**config.mk**
```make
export PLATFORM = sky130hd
export DESIGN_NAME = pattern_loader_flat
export DESIGN_NICKNAME = d
export VERILOG_FILES = /design/src/rtl/pattern_loader_if.sv /design/src/rtl/pattern_loader.sv /design/src/flat_wrapper.sv
export SDC_FILE = /design/constraint.sdc
export NUM_CORES = 1
export LEC_CHECK = 0
export ABC_AREA = 1
export BUFFER_PORTS_ARGS = -buffer_cell sky130_fd_sc_hd__buf_4
export CAP_MARGIN = 40
export CORE_MARGIN = 2
export CORE_UTILIZATION = 51
export CTS_BUF_LIST = sky130_fd_sc_hd__clkbuf_4 sky130_fd_sc_hd__clkbuf_8
export DETAILED_ROUTE_END_ITERATION = 8
export GPL_TIMING_DRIVEN = 0
export PLACE_DENSITY_LB_ADDON = 0.08
export SYNTH_ARGS = -nofsm -noshare
export SYNTH_HDL_FRONTEND = slang
export SYNTH_SLANG_ARGS = --single-unit
```
**constraint.sdc**
```tcl
create_clock -name i_sclk -period 1.4 [get_ports i_sclk]
set_clock_uncertainty 0.05 [all_clocks]
set_input_delay 0.28 -clock i_sclk [delete_from_list [all_inputs] [get_ports i_sclk]]
set_output_delay 0.28 -clock i_sclk [all_outputs]
set_load 0.02 [all_outputs]
```
**src/rtl/pattern_loader_if.sv**
```systemverilog
// Host-side byte port of the pattern loader: load stream in, readback stream out.
interface pattern_loader_if #(
    parameter int unsigned BITS = 8
) ();
    logic [BITS-1:0] wr_data;
    logic            wr_valid;
    logic            wr_ready;
    logic [BITS-1:0] rd_data;
    logic            rd_valid;

    // Host drives the load stream and consumes readback.
    modport master (
        output wr_data,
        output wr_valid,
        input  wr_ready,
        input  rd_data,
        input  rd_valid
    );

    // Loader consumes the load stream and produces readback.
    modport slave (
        input  wr_data,
        input  wr_valid,
        output wr_ready,
        output rd_data,
        output rd_valid
    );
endinterface

```
**src/rtl/pattern_loader.sv**
```systemverilog
// Serial-side driver for the pattern buffer. Accepts BUFFERSIZE+1 bytes and shifts each
// MSB-first onto ssel/sin, capturing the old buffer contents from sout on the same edges.
module pattern_loader #(
    parameter int unsigned BUFFERSIZE = 26,
    parameter int unsigned BITS       = 8
) (
    input  logic            i_sclk,
    input  logic            i_reset,
    input  logic            i_start,
    pattern_loader_if.slave bus_if,
    output logic            o_ssel,
    output logic            o_sin,
    input  logic            i_sout,
    output logic            o_busy,
    output logic            o_done
);

    localparam int unsigned BYTE_W = (BUFFERSIZE > 0) ? $clog2(BUFFERSIZE + 1) : 1;
    localparam int unsigned BIT_W  = (BITS > 1) ? $clog2(BITS) : 1;

    localparam logic [1:0] ST_IDLE  = 2'd0;
    localparam logic [1:0] ST_FETCH = 2'd1;
    localparam logic [1:0] ST_SHIFT = 2'd2;
    localparam logic [1:0] ST_DONE  = 2'd3;

    logic [1:0]        r_state;
    logic [BYTE_W-1:0] r_byte_cnt;
    logic [BIT_W-1:0]  r_bit_cnt;
    logic [BITS-1:0]   r_tx_sh;
    logic [BITS-1:0]   r_rx_sh;
    logic [BITS-1:0]   r_rd_data;
    logic              r_rd_valid;

    logic [BITS-1:0]   w_rx_next;
    logic              w_last_bit;
    logic              w_last_byte;

    // sout is the buffer's pre-shift MSB, so it is captured on the very edge the buffer shifts.
    assign w_rx_next   = {r_rx_sh[BITS-2:0], i_sout};
    assign w_last_bit  = (r_bit_cnt == BIT_W'(BITS - 1));
    assign w_last_byte = (r_byte_cnt == BYTE_W'(BUFFERSIZE));

    // Outputs are decoded straight from the state so ssel maps one-to-one onto buffer shifts.
    always_comb begin
        bus_if.wr_ready = (r_state == ST_FETCH);
        bus_if.rd_data  = r_rd_data;
        bus_if.rd_valid = r_rd_valid;
        o_ssel          = (r_state == ST_SHIFT);
        o_sin           = (r_state == ST_SHIFT) ? r_tx_sh[BITS-1] : 1'b0;
        o_busy          = (r_state != ST_IDLE);
        o_done          = (r_state == ST_DONE);
    end

    // Load sequencer: fetch a byte, shift it out bit by bit, repeat until the last byte.
    always_ff @(posedge i_sclk) begin
        if (i_reset) begin
            r_state    <= ST_IDLE;
            r_byte_cnt <= '0;
            r_bit_cnt  <= '0;
            r_tx_sh    <= '0;
            r_rx_sh    <= '0;
            r_rd_data  <= '0;
            r_rd_valid <= 1'b0;
        end else begin
            r_rd_valid <= 1'b0;
            case (r_state)
                ST_IDLE: begin
                    if (i_start) begin
                        r_byte_cnt <= '0;
                        r_state    <= ST_FETCH;
                    end
                end
                ST_FETCH: begin
                    if (bus_if.wr_valid) begin
                        r_tx_sh   <= bus_if.wr_data;
                        r_bit_cnt <= '0;
                        r_state   <= ST_SHIFT;
                    end
                end
                ST_SHIFT: begin
                    r_tx_sh <= r_tx_sh << 1;
                    r_rx_sh <= w_rx_next;
                    if (w_last_bit) begin
                        r_rd_data  <= w_rx_next;
                        r_rd_valid <= 1'b1;
                        if (w_last_byte) begin
                            r_state <= ST_DONE;
                        end else begin
                            r_byte_cnt <= r_byte_cnt + BYTE_W'(1);
                            r_state    <= ST_FETCH;
                        end
                    end else begin
                        // Held at BITS-1 on the last bit so the counter never wraps.
                        r_bit_cnt <= r_bit_cnt + BIT_W'(1);
                    end
                end
                ST_DONE: begin
                    r_state <= ST_IDLE;
                end
                default: begin
                    r_state <= ST_IDLE;
                end
            endcase
        end
    end

endmodule

```
**src/flat_wrapper.sv**
```systemverilog
// flat-port wrapper written by rule: the top's interface ports become plain ports
module pattern_loader_flat 
#(
    parameter int unsigned BUFFERSIZE = 26,
    parameter int unsigned BITS       = 8
)
  (i_sclk, i_reset, i_start, o_ssel, o_sin, i_sout, o_busy, o_done, bus_if_wr_data, bus_if_wr_valid, bus_if_wr_ready, bus_if_rd_data, bus_if_rd_valid);
  pattern_loader_if #(.BITS(BITS)) bus_if_i ();
  input  logic i_sclk;
  input  logic i_reset;
  input  logic i_start;
  output logic o_ssel;
  output logic o_sin;
  input  logic i_sout;
  output logic o_busy;
  output logic o_done;
  input wire logic [$bits(bus_if_i.wr_data)-1:0] bus_if_wr_data;
  input wire logic [$bits(bus_if_i.wr_valid)-1:0] bus_if_wr_valid;
  output wire logic [$bits(bus_if_i.wr_ready)-1:0] bus_if_wr_ready;
  output wire logic [$bits(bus_if_i.rd_data)-1:0] bus_if_rd_data;
  output wire logic [$bits(bus_if_i.rd_valid)-1:0] bus_if_rd_valid;
  assign bus_if_i.wr_data = bus_if_wr_data;
  assign bus_if_i.wr_valid = bus_if_wr_valid;
  assign bus_if_wr_ready = bus_if_i.wr_ready;
  assign bus_if_rd_data = bus_if_i.rd_data;
  assign bus_if_rd_valid = bus_if_i.rd_valid;
  pattern_loader #(.BUFFERSIZE(BUFFERSIZE), .BITS(BITS)) u_core (.i_sclk(i_sclk), .i_reset(i_reset), .i_start(i_start), .bus_if(bus_if_i), .o_ssel(o_ssel), .o_sin(o_sin), .i_sout(i_sout), .o_busy(o_busy), .o_done(o_done));
endmodule
```
# Word-level counts from Yosys, hierarchy flattened
# Cells that the tools add are included.
classes:
  addsub: 2
  n_eq_ne: 10
  muxes: 16
  bitwise: 1
  n_reduce_logical: 10
ops:
  columns: ["op", "count"]
  rows:
  - ["8-bit one-hot mux with 2 select lines", 1]
  - ["5-bit 2-to-1 mux", 3]
  - ["5-bit one-hot mux with 2 select lines", 1]
  - ["2-bit 2-to-1 mux", 4]
  - ["8-bit 2-to-1 mux", 1]
  - ["2-bit != test, second input constant", 4]
  - ["2-bit one-hot mux with 4 select lines", 1]
  - ["3-bit 2-to-1 mux", 2]
  - ["3-bit one-hot mux with 2 select lines", 1]
  - ["3-bit AND reduction", 2]
  - ["2-bit nonzero test", 3]
  - ["5-bit by 1-bit adder with 5-bit output, second input constant", 1]
  - ["5-bit equality test, second input constant", 1]
  - ["2-bit equality test, second input constant", 2]
  - ["2-bit AND reduction", 2]
  - ["4-bit AND reduction", 1]
  - ["3-bit by 1-bit adder with 3-bit output, second input constant", 1]
  - ["3-bit equality test, second input constant", 1]
  - ["2-bit by 1-bit equality test with 1-bit output, second input constant", 1]
  - ["2-bit zero test", 1]
  - ["1-bit 2-to-1 mux", 2]
  - ["2-bit by 1-bit != test with 1-bit output, second input constant", 1]
  - ["2-bit OR reduction", 1]
  - ["1-bit inverter", 1]
word_totals:
  register_bits: 34
  input_bits: 13
  out_inout_bits: 14
  word_cells: 46

# Logic depth before layout (Yosys ltp)
# Gate-level depths: netlist of run 1.
depth:
  depth_word: 4
  depth_mapped: 9
  depth_no_buf: 9

# Worst setup path after synthesis of run 1
# Ideal clock, no wire load.
synth_timing:
  path_kind: "reg2reg"
  startpoint: "register u_core.r_bit_cnt[0]"
  endpoint: "register u_core.r_byte_cnt[0]"
  setup_time_ns: 0.114
  arrival_time_ns: 1.321
  required_ns: 1.236
  slack_ns: -0.085
  path_stages_with_launch: 10
  n_path_buf: 1
  synth_period_minus_slack_ns: 1.485
  path_cell_list: "dfxtp_1 -> ha_1 -> ha_1 -> clkbuf_1 -> inv_1 -> nand2_2 -> nand3_1 -> inv_1 -> nor2_1 -> nor2_1"
synth_between:
  elab_chain_cells: 3
synth_lines:
  columns: ["item", "line_no", "text"]
  rows:
  - ["from (decl)", "pattern_loader.sv:28", "logic [BIT_W-1:0] r_bit_cnt;"]
  - ["from (signal assigned)", "pattern_loader.sv:94", "r_bit_cnt <= r_bit_cnt + BIT_W'(1);"]
  - ["3-bit equality test", "pattern_loader.sv:40", "assign w_last_bit = (r_bit_cnt == BIT_W'(BITS - 1));"]
  - ["via u_core.w_last_bit", "pattern_loader.sv:35", "logic w_last_bit;"]
  - ["2-bit by 1-bit != test with 1-bit output (no line)", null, null]
  - ["4-bit AND reduction (no line)", null, null]
  - ["to (signal assigned)", "pattern_loader.sv:89", "r_byte_cnt <= r_byte_cnt + BYTE_W'(1);"]
  - ["to (decl)", "pattern_loader.sv:27", "logic [BYTE_W-1:0] r_byte_cnt;"]
# The timed path passes the listed nets, and every way through them passes these cells.
# A chain may end at the register's enable or synchronous reset.

# Worst setup path after layout of run 1
layout_timing:
  startpoint: "register u_core.r_state[1]"
  endpoint: "output o_sin"
layout_between:
  elab_chain_cells: 2
layout_lines:
  columns: ["item", "line_no", "text"]
  rows:
  - ["from (decl)", "pattern_loader.sv:26", "logic [1:0] r_state;"]
  - ["from (signal assigned)", "pattern_loader.sv:57", "r_state <= ST_IDLE;"]
  - ["from (signal assigned)", "pattern_loader.sv:70", "r_state <= ST_FETCH;"]
  - ["from (signal assigned)", "pattern_loader.sv:77", "r_state <= ST_SHIFT;"]
  - ["2-bit equality test", "pattern_loader.sv:49", "o_sin = (r_state == ST_SHIFT) ? r_tx_sh[BITS-1] : 1'b0;"]
  - ["1-bit 2-to-1 mux", "pattern_loader.sv:49", null]
  - ["to (decl)", "flat_wrapper.sv:13", "output logic o_sin;"]
# No other way between the ends.

==> results of run 1 <==
timing repair:
action                                  in CTS  in global routing
endpoints found under the setup margin      20                 28
cloned                                       0                  1
pin swaps                                    5                  8
gates resized for setup                     28                 36
setup buffers                               12                  8
cell families after synthesis:
family | Yosys count
AOI/OAI and AO/OA | 38
adders and majority gates | 4
buffers and inverters | 30
DFF | 34
and+or+nand+nor | 99
worst max-delay path, delay by kind of cell (launching register included):
family        cells  cell delay (ns)
buf+inv           4             0.32
flops             1             0.38
simple gates      2             0.20
power by group:
part | leakage, nW | switching [mW] | internal, mW | total (mW)
Sequential | 0.280 | 0.0903 | 1.10 | 1.19
Clock | 0.0387 | 0.321 | 0.263 | 0.583
Combinational | 0.741 | 0.511 | 0.467 | 0.978
Total | 1.06 | 0.922 | 1.82 | 2.75
area by class of cell:
class	instances	area [sq um]
multi-input cells	141	895
flip-flops and latches	34	694
fillers	204	571
repair buffers	45	402
inverters	21	93.8
plain buffers	8	71.3
clock buffers	7	58.8
well taps	31	38.8
clock inverters	1	5.00
metal layers:
| layer | global-route usage [%] | share of wire [%] | up-vias |
|---|---|---|---|
| met4 | 9.74 | 1.2 | 0 |
| met1 | 26.6 | 40 | 714 |
| met3 | 5.90 | 5.4 | 8 |
| li1 | - | - | 768 |
| met5 | 0 | 0 | - |
| met2 | 41.0 | 53 | 47 |
final timing paths:
check | startpoint | to | slack, ns | cells after the start
setup / recovery | u_core.r_state[1]$_SDFFE_PP0P_ | o_sin | -0.17 | 6
hold / removal | i_sout | u_core.bus_if.rd_data[0]$_SDFFE_PP0P_ | 0.1 | 3
setup reg to reg | u_core.r_state[1]$_SDFFE_PP0P_ | u_core.r_tx_sh[4]$_SDFFE_PP0P_ | -0.10 | 9
hold reg to reg | u_core.bus_if.rd_data[2]$_SDFFE_PP0P_ | u_core.bus_if.rd_data[2]$_SDFFE_PP0P_ | 0.42 | 2
sequential cells by signal, summed over array words and instances (netlist names):
signal / cells
u_core.bus_if.rd_data: 8
u_core.r_tx_sh: 8
u_core.r_rx_sh: 7
u_core.r_byte_cnt: 5
u_core.r_bit_cnt: 3
u_core.r_state: 2
u_core.bus_if.rd_valid: 1
cells in the mapped netlist:
| master | instances | share of area [%] |
|---|---|---|
| sky130_fd_sc_hd__o21ai_1 | 1 | 0.32 |
| sky130_fd_sc_hd__a21oi_1 | 16 | 5.2 |
| sky130_fd_sc_hd__nor2_8 | 1 | 1.3 |
| sky130_fd_sc_hd__nor2_4 | 1 | 0.73 |
| sky130_fd_sc_hd__nand3_1 | 24 | 7.8 |
| sky130_fd_sc_hd__inv_2 | 3 | 0.73 |
| sky130_fd_sc_hd__buf_8 | 1 | 0.97 |
| sky130_fd_sc_hd__nand2_4 | 2 | 1.5 |
| sky130_fd_sc_hd__o21ai_0 | 12 | 3.9 |
| sky130_fd_sc_hd__ha_1 | 4 | 3.2 |
| sky130_fd_sc_hd__buf_2 | 3 | 0.97 |
| sky130_fd_sc_hd__a21oi_2 | 1 | 0.57 |
| sky130_fd_sc_hd__nor2_1 | 24 | 5.8 |
| sky130_fd_sc_hd__inv_1 | 18 | 4.4 |
| sky130_fd_sc_hd__dfxtp_1 | 34 | 44 |
| sky130_fd_sc_hd__nand2_2 | 1 | 0.41 |
| sky130_fd_sc_hd__clkbuf_1 | 4 | 0.97 |
| sky130_fd_sc_hd__o211a_1 | 7 | 4.5 |
| sky130_fd_sc_hd__nand2_1 | 44 | 11 |
| sky130_fd_sc_hd__nand4_1 | 2 | 0.81 |
| sky130_fd_sc_hd__o21bai_1 | 1 | 0.49 |
| sky130_fd_sc_hd__buf_6 | 1 | 0.73 |
stage by stage:
| stage | setup slack [ns] | util (%) | total power, mW |
|---|---|---|---|
| after floorplan | 0.0119 | - | 1.63 |
| after global placement | -0.102 | 63.8 | 1.76 |
| after detailed placement | -0.169 | 63.8 | 1.80 |
| after CTS | -0.186 | 71.9 | 2.54 |
| after global routing | -0.208 | 79.8 | 2.89 |
| final | -0.168 | 79.8 | 2.75 |
==> impl_metrics.json, run 1 <==
{
  "cts.reportedPaths.clkPinSlew_ns": 0.10,
  "via_count": 1537,
  "core-area_sq_um": 2830,
  "fraction_of_the_mapped_netlist_area_in_compound_gates_pct": 15.0,
  "finalWirelength_um": 3960,
  "clock-sinks": 34,
  "hold_path.class": "in -> reg",
  "mostFrequentLayoutCell": "sky130_fd_sc_hd__nand2_1",
  "crit_path_cell_trace": "inv_6 > nor2_8 > inv_4 > buf_8 > nor2_4 > buf_6",
  "synth_xor_xnor_area_share_pct": 0,
  "max_fclk_mhz": 638,
  "cts_tree": "yes",
  "finalHoldViolCount": 0,
  "register_bit_count_reported_by_yosys": 34,
  "antenna_found_initial": 0,
  "worst_pin_slew_ns": 0.449,
  "synth_top_family_by_area": "simple AND/OR/NAND/NOR gates",
  "yosys_warnings": 0,
  "mostFrequentLayoutCells": "sky130_fd_sc_hd__nand2_1 (40), sky130_fd_sc_hd__buf_4 (35), sky130_fd_sc_hd__dfxtp_1 (29)",
  "failing_checks": "negative setup slack",
  "design.portCount": 27,
  "post_synth_mux_area_share_pct": 0,
  "path_max_fanout": 4,
  "post-route-period-util_pct": 112,
  "outcome": "finished, violations left",
  "routedWlPerCell_um": 13.8,
  "instances_no_fill": 288,
  "slew_viol_final": 0,
  "maxCapViolations": 0,
  "fin_area_sq_um": 2260,
  "detailedRoute.firstPassIterationCount": 4,
  "required_ns": 1.07,
  "timing.critical_path.to_type": "primary output",
  "detail_route.iter0.violations": 80,
  "dpl.cell_count": 262,
  "timing.critical_path.slowest_cell_delay_ns": 0.38,
  "routabilityCongestion": 0.868,
  "portBuffers": 26,
  "vias_in_the_first_global_route": 1429,
  "floorplan.die_area_sq_um": 3490,
  "setup-violations-final": 14,
  "cts.root.buffer_cell": "sky130_fd_sc_hd__clkbuf_4",
  "unrepaired_setup_endpoints_after_global_routing": "yes",
  "detailed_place_hpwl_um": 2390,
  "worstSetupStartpointType": "flop",
  "global_route_wire_length_before_repair_um": 6070,
  "post_synth_num_cell_types": 22,
  "synthAdderAreaFrac_pct": 3.24,
  "fin_ws_ns": -0.168,
  "final.min_clock_period_ns": 1.57,
  "synthCells": 205,
  "placed_area_sq_um": 1800,
  "p_leak_nw": 1.06,
  "area_delta_synth_final_pct": 46.2,
  "clkLatencyLatePin_ns": 0.34,
  "postCtsHoldBufs": 0,
  "detail_route.drc_violations": 0,
  "grt-ovfl-total": 0,
  "htreeDepth": 2,
  "critPathSlowestCell": "sky130_fd_sc_hd__dfxtp_4",
  "seq_area_frac_synth_pct": 44.0,
  "critical_path_arrival_ns": 1.24,
  "totalNegativeSetupSlack_ns": -0.940,
  "synth-simple-area-share_pct": 29.0,
  "drtAntennaViolNets": 0,
  "synth.avg_cell_area_sq_um": 7.54,
  "floorplan.initialDensity_pct": 54.6,
  "insertedDiodeCount": 0,
  "cts_buffer_count": 5,
  "grt.total_usage_pct": 23.2,
  "fp.dieW_um": 59.0,
  "maxSlewHeadroom_pct": 70.1,
  "routed_via_density": 5.34,
  "layout.nets": 273,
  "grt_start_max_net_pins": 11,
  "powerDensity_nw_per_um2": 1220,
  "cts_buffer_depth": 2,
  "ir_drop_mv": 0.912,
  "final_layout_size_suffix_gt1_share_pct": 38.1,
  "fp.dieH_um": 59.0,
  "fin_hold_ws_ns": 0.0960,
  "synthesis.area_sq_um": 1550,
  "syn_nets": 222,
  "timing_worst_setup_path_type": "reg -> out",
  "placement_rows": 19
}
(Power assumes the default switching activity.)
==> inputs of run 2 (changes only) <==
--- a/config.mk
+++ b/config.mk
@@ -5,9 +5,7 @@
 export SDC_FILE = /design/constraint.sdc
 export NUM_CORES = 1
 export LEC_CHECK = 0
-export ABC_AREA = 1
 export BUFFER_PORTS_ARGS = -buffer_cell sky130_fd_sc_hd__buf_4
-export CAP_MARGIN = 40
 export CORE_MARGIN = 2
 export CORE_UTILIZATION = 51
 export CTS_BUF_LIST = sky130_fd_sc_hd__clkbuf_4 sky130_fd_sc_hd__clkbuf_8
==> run 2 against run 1 <==
  * The flow still finishes with violations (negative setup slack)
  * Global-route usage grew 3.7 points
  * First-iteration DRC count grew 3.8%
  * Die area shrank 1.6%
  * Sequential power shrank 15%
  * Utilization grew 3.6 points
  * Via count grew 2.7%
  * Count of clock-buffer cells in the layout shrank 2
  * Power shrank 17%
  * Non-clock buffer count grew 2
  * Fmax shrank 0.76%
  * Largest power group unchanged
==> impl_metrics.json, run 2 <==
{
  "routabilityCongestion": 0.828,
  "cts.root.buffer_cell": "sky130_fd_sc_hd__clkbuf_4",
  "routed_via_density": 5.96,
  "mostFrequentLayoutCell": "sky130_fd_sc_hd__nand2_1",
  "detailedPlace.worstSlack_ns": -0.165,
  "detailed_place_hpwl_um": 2560,
  "yosys.cell_count.top_type": "sky130_fd_sc_hd__nand2_1",
  "antenna_found_initial": 0,
  "maxSlewHeadroom_pct": 61.2,
  "design.portCount": 27,
  "grt-ovfl-total": 0,
  "cts.reportedPaths.clkPinSlew_ns": 0.11,
  "seq_area_frac_synth_pct": 44.8,
  "final_layout_size_suffix_gt1_share_pct": 41.9,
  "routedWlPerCell_um": 17.0,
  "power.sequential.fraction_pct": 44.7,
  "worstSetupStartpointType": "flop",
  "global_route_wire_length_before_repair_um": 6820,
  "cts_buffer_count": 5,
  "mostFrequentLayoutCells": "sky130_fd_sc_hd__nand2_1 (41), sky130_fd_sc_hd__buf_4 (34), sky130_fd_sc_hd__dfxtp_1 (28)",
  "layout.nets": 250,
  "clkLatencyLatePin_ns": 0.35,
  "outcome": "finished, violations left",
  "path_max_fanout": 4,
  "maxCapViolations": 0,
  "synthesis.area_sq_um": 1520,
  "design_power_total_mw": 2.27,
  "portBuffers": 25,
  "fin_ws_ns": -0.180,
  "finalWirelength_um": 4510,
  "drtAntennaViolNets": 0,
  "slew_viol_final": 0,
  "critical_path_arrival_ns": 1.25,
  "share_clk_of_total_power_pct": 40.6,
  "cts_buffer_depth": 2,
  "finalHoldViolCount": 0,
  "syn_nets": 201,
  "synth_largest_area_cell": "sky130_fd_sc_hd__dfxtp_1",
  "vias_in_the_first_global_route": 1487,
  "htreeDepth": 2,
  "register_bit_count_reported_by_yosys": 34,
  "area_delta_synth_final_pct": 52.7,
  "power_share_of_the_combinational_group_pct": 14.6,
  "power_report.internal_total_mw": 1.71,
  "failing_checks": "negative setup slack",
  "final.min_clock_period_ns": 1.58,
  "post-route-period-util_pct": 113,
  "synth_enable_flop_cells": 0,
  "worst_pin_slew_ns": 0.582,
  "setup-violations-final": 12,
  "max_fclk_mhz": 633,
  "fp.dieH_um": 58.6,
  "net-switching-power_uw": 554,
  "grt.total_usage_pct": 27.0,
  "grt_start_max_net_pins": 17,
  "clock-sinks": 34,
  "placement_rows": 19,
  "synth_top_area_share_pct": 44.8,
  "totalNegativeSetupSlack_ns": -1.25,
  "post_synth_main_area_contributors": "sky130_fd_sc_hd__dfxtp_1 (45%), sky130_fd_sc_hd__nand2_1 (12%), sky130_fd_sc_hd__a21oi_1 (6.3%)",
  "yosys_warnings": 0,
  "yosys-top-cells-count": "sky130_fd_sc_hd__nand2_1 (47), sky130_fd_sc_hd__dfxtp_1 (34), sky130_fd_sc_hd__a21oi_1 (19), sky130_fd_sc_hd__a311oi_1 (8), sky130_fd_sc_hd__nor3_1 (8)",
  "ys_dominant_reg_cell": "sky130_fd_sc_hd__dfxtp_1",
  "synth.avg_cell_area_sq_um": 8.26,
  "cts_tree": "yes",
  "switching_share_pct": 24.4,
  "detailedRoute.firstPassIterationCount": 4,
  "post_synth_num_cell_types": 33,
  "insertedDiodeCount": 0,
  "fp.dieW_um": 58.6,
  "detail_route.iter0.violations": 83,
  "unrepaired_setup_endpoints_after_global_routing": "yes",
  "p_leak_nw": 0.917,
  "floorplan.initialDensity_pct": 54.6,
  "required_ns": 1.07,
  "postCtsHoldBufs": 0,
  "timing_worst_setup_path_type": "reg -> out",
  "ir_drop_mv": 1.23,
  "synthCells": 184,
  "floorplan.die_area_sq_um": 3430,
  "timing.critical_path.to_type": "primary output",
  "detail_route.drc_violations": 0,
  "hold_path.class": "in -> reg",
  "asyncSetResetFlopFracSynth_pct": 0,
  "powerDensity_nw_per_um2": 978,
  "register_to_register_setup_slack_ns": -0.17,
  "core-area_sq_um": 2780,
  "via_count": 1579
}
## run 2: final timing paths
kind                                                 to  cells past startpoint                                   from
setup / recovery                        bus_if_wr_ready                      4         u_core.r_state[0]$_SDFFE_PP0P_
setup reg to reg       u_core.r_bit_cnt[0]$_SDFFE_PP0P_                      5       u_core.r_bit_cnt[0]$_SDFFE_PP0P_
hold reg to reg   u_core.bus_if.rd_data[3]$_SDFFE_PP0P_                      2  u_core.bus_if.rd_data[3]$_SDFFE_PP0P_
hold / removal    u_core.bus_if.rd_data[0]$_SDFFE_PP0P_                      3                                 i_sout
## run 2: critical path: stages, from the launching register on
cell and delay [ns]:
sky130_fd_sc_hd__dfxtp_4 0.38, sky130_fd_sc_hd__buf_6 0.11, sky130_fd_sc_hd__buf_6 0.12, sky130_fd_sc_hd__nor2b_4 0.16, sky130_fd_sc_hd__buf_6 0.13
## run 2: cell type report
class                           count  area, sq um
Buffer                              8         67.6
Fill cell                         159          462
Clock inverter                      3         68.8
Clock buffer                        5         37.5
Sequential cell                    34          693
Multi-Input combinational cell    131          953
Inverter                            6         45.0
Timing Repair Buffer               47          415
Tap cell                           31         38.8
## run 2: power groups by stage
stage / logic [mW] / registers (mW) / clock network, mW
floorplan: 0.140 / 1.03 / 0
global placement: 0.203 / 1.04 / 0
detailed placement: 0.209 / 1.04 / 0
CTS: 0.284 / 1.01 / 0.925
global route: 0.354 / 1.02 / 0.969
finish: 0.332 / 1.01 / 0.922
## run 2: stage by stage
step	instances	util (%)	hold slack, ns	instance area, sq um
after floorplan	184	-	0.366	1570
after global placement	240	64.6	0.393	1800
after detailed placement	240	64.6	0.397	1800
after CTS	262	77.6	0.125	2160
after global routing	265	83.4	0.125	2320
final	265	83.4	0.124	2320
## run 2: cells by family after synthesis
group,after synthesis,synth area share [%]
buffers and inverters,19,6.84
AOI/OAI and AO/OA,42,17.3
DFF,34,44.8
muxes,1,0.659
and+or+nand+nor,84,27.1
adders and majority gates,4,3.30
## run 2: timing repair
item / CTS / global route
pin swaps: 10 / 6
endpoints found under the setup margin: 21 / 28
gates cloned: 0 / 1
endpoints found under the hold margin: 0 / 0
gates resized for setup: 37 / 34
buffers inserted: 16 / 7
## run 2: metal layers
layer  routed length, um  global-route usage, %  vias up
li1                    -                      -      746
met4                 192                   17.2        0
met1                1840                   30.3      749
met3                 279                   6.37       19
met2                2200                   45.7       65
met5                   0                      0        -
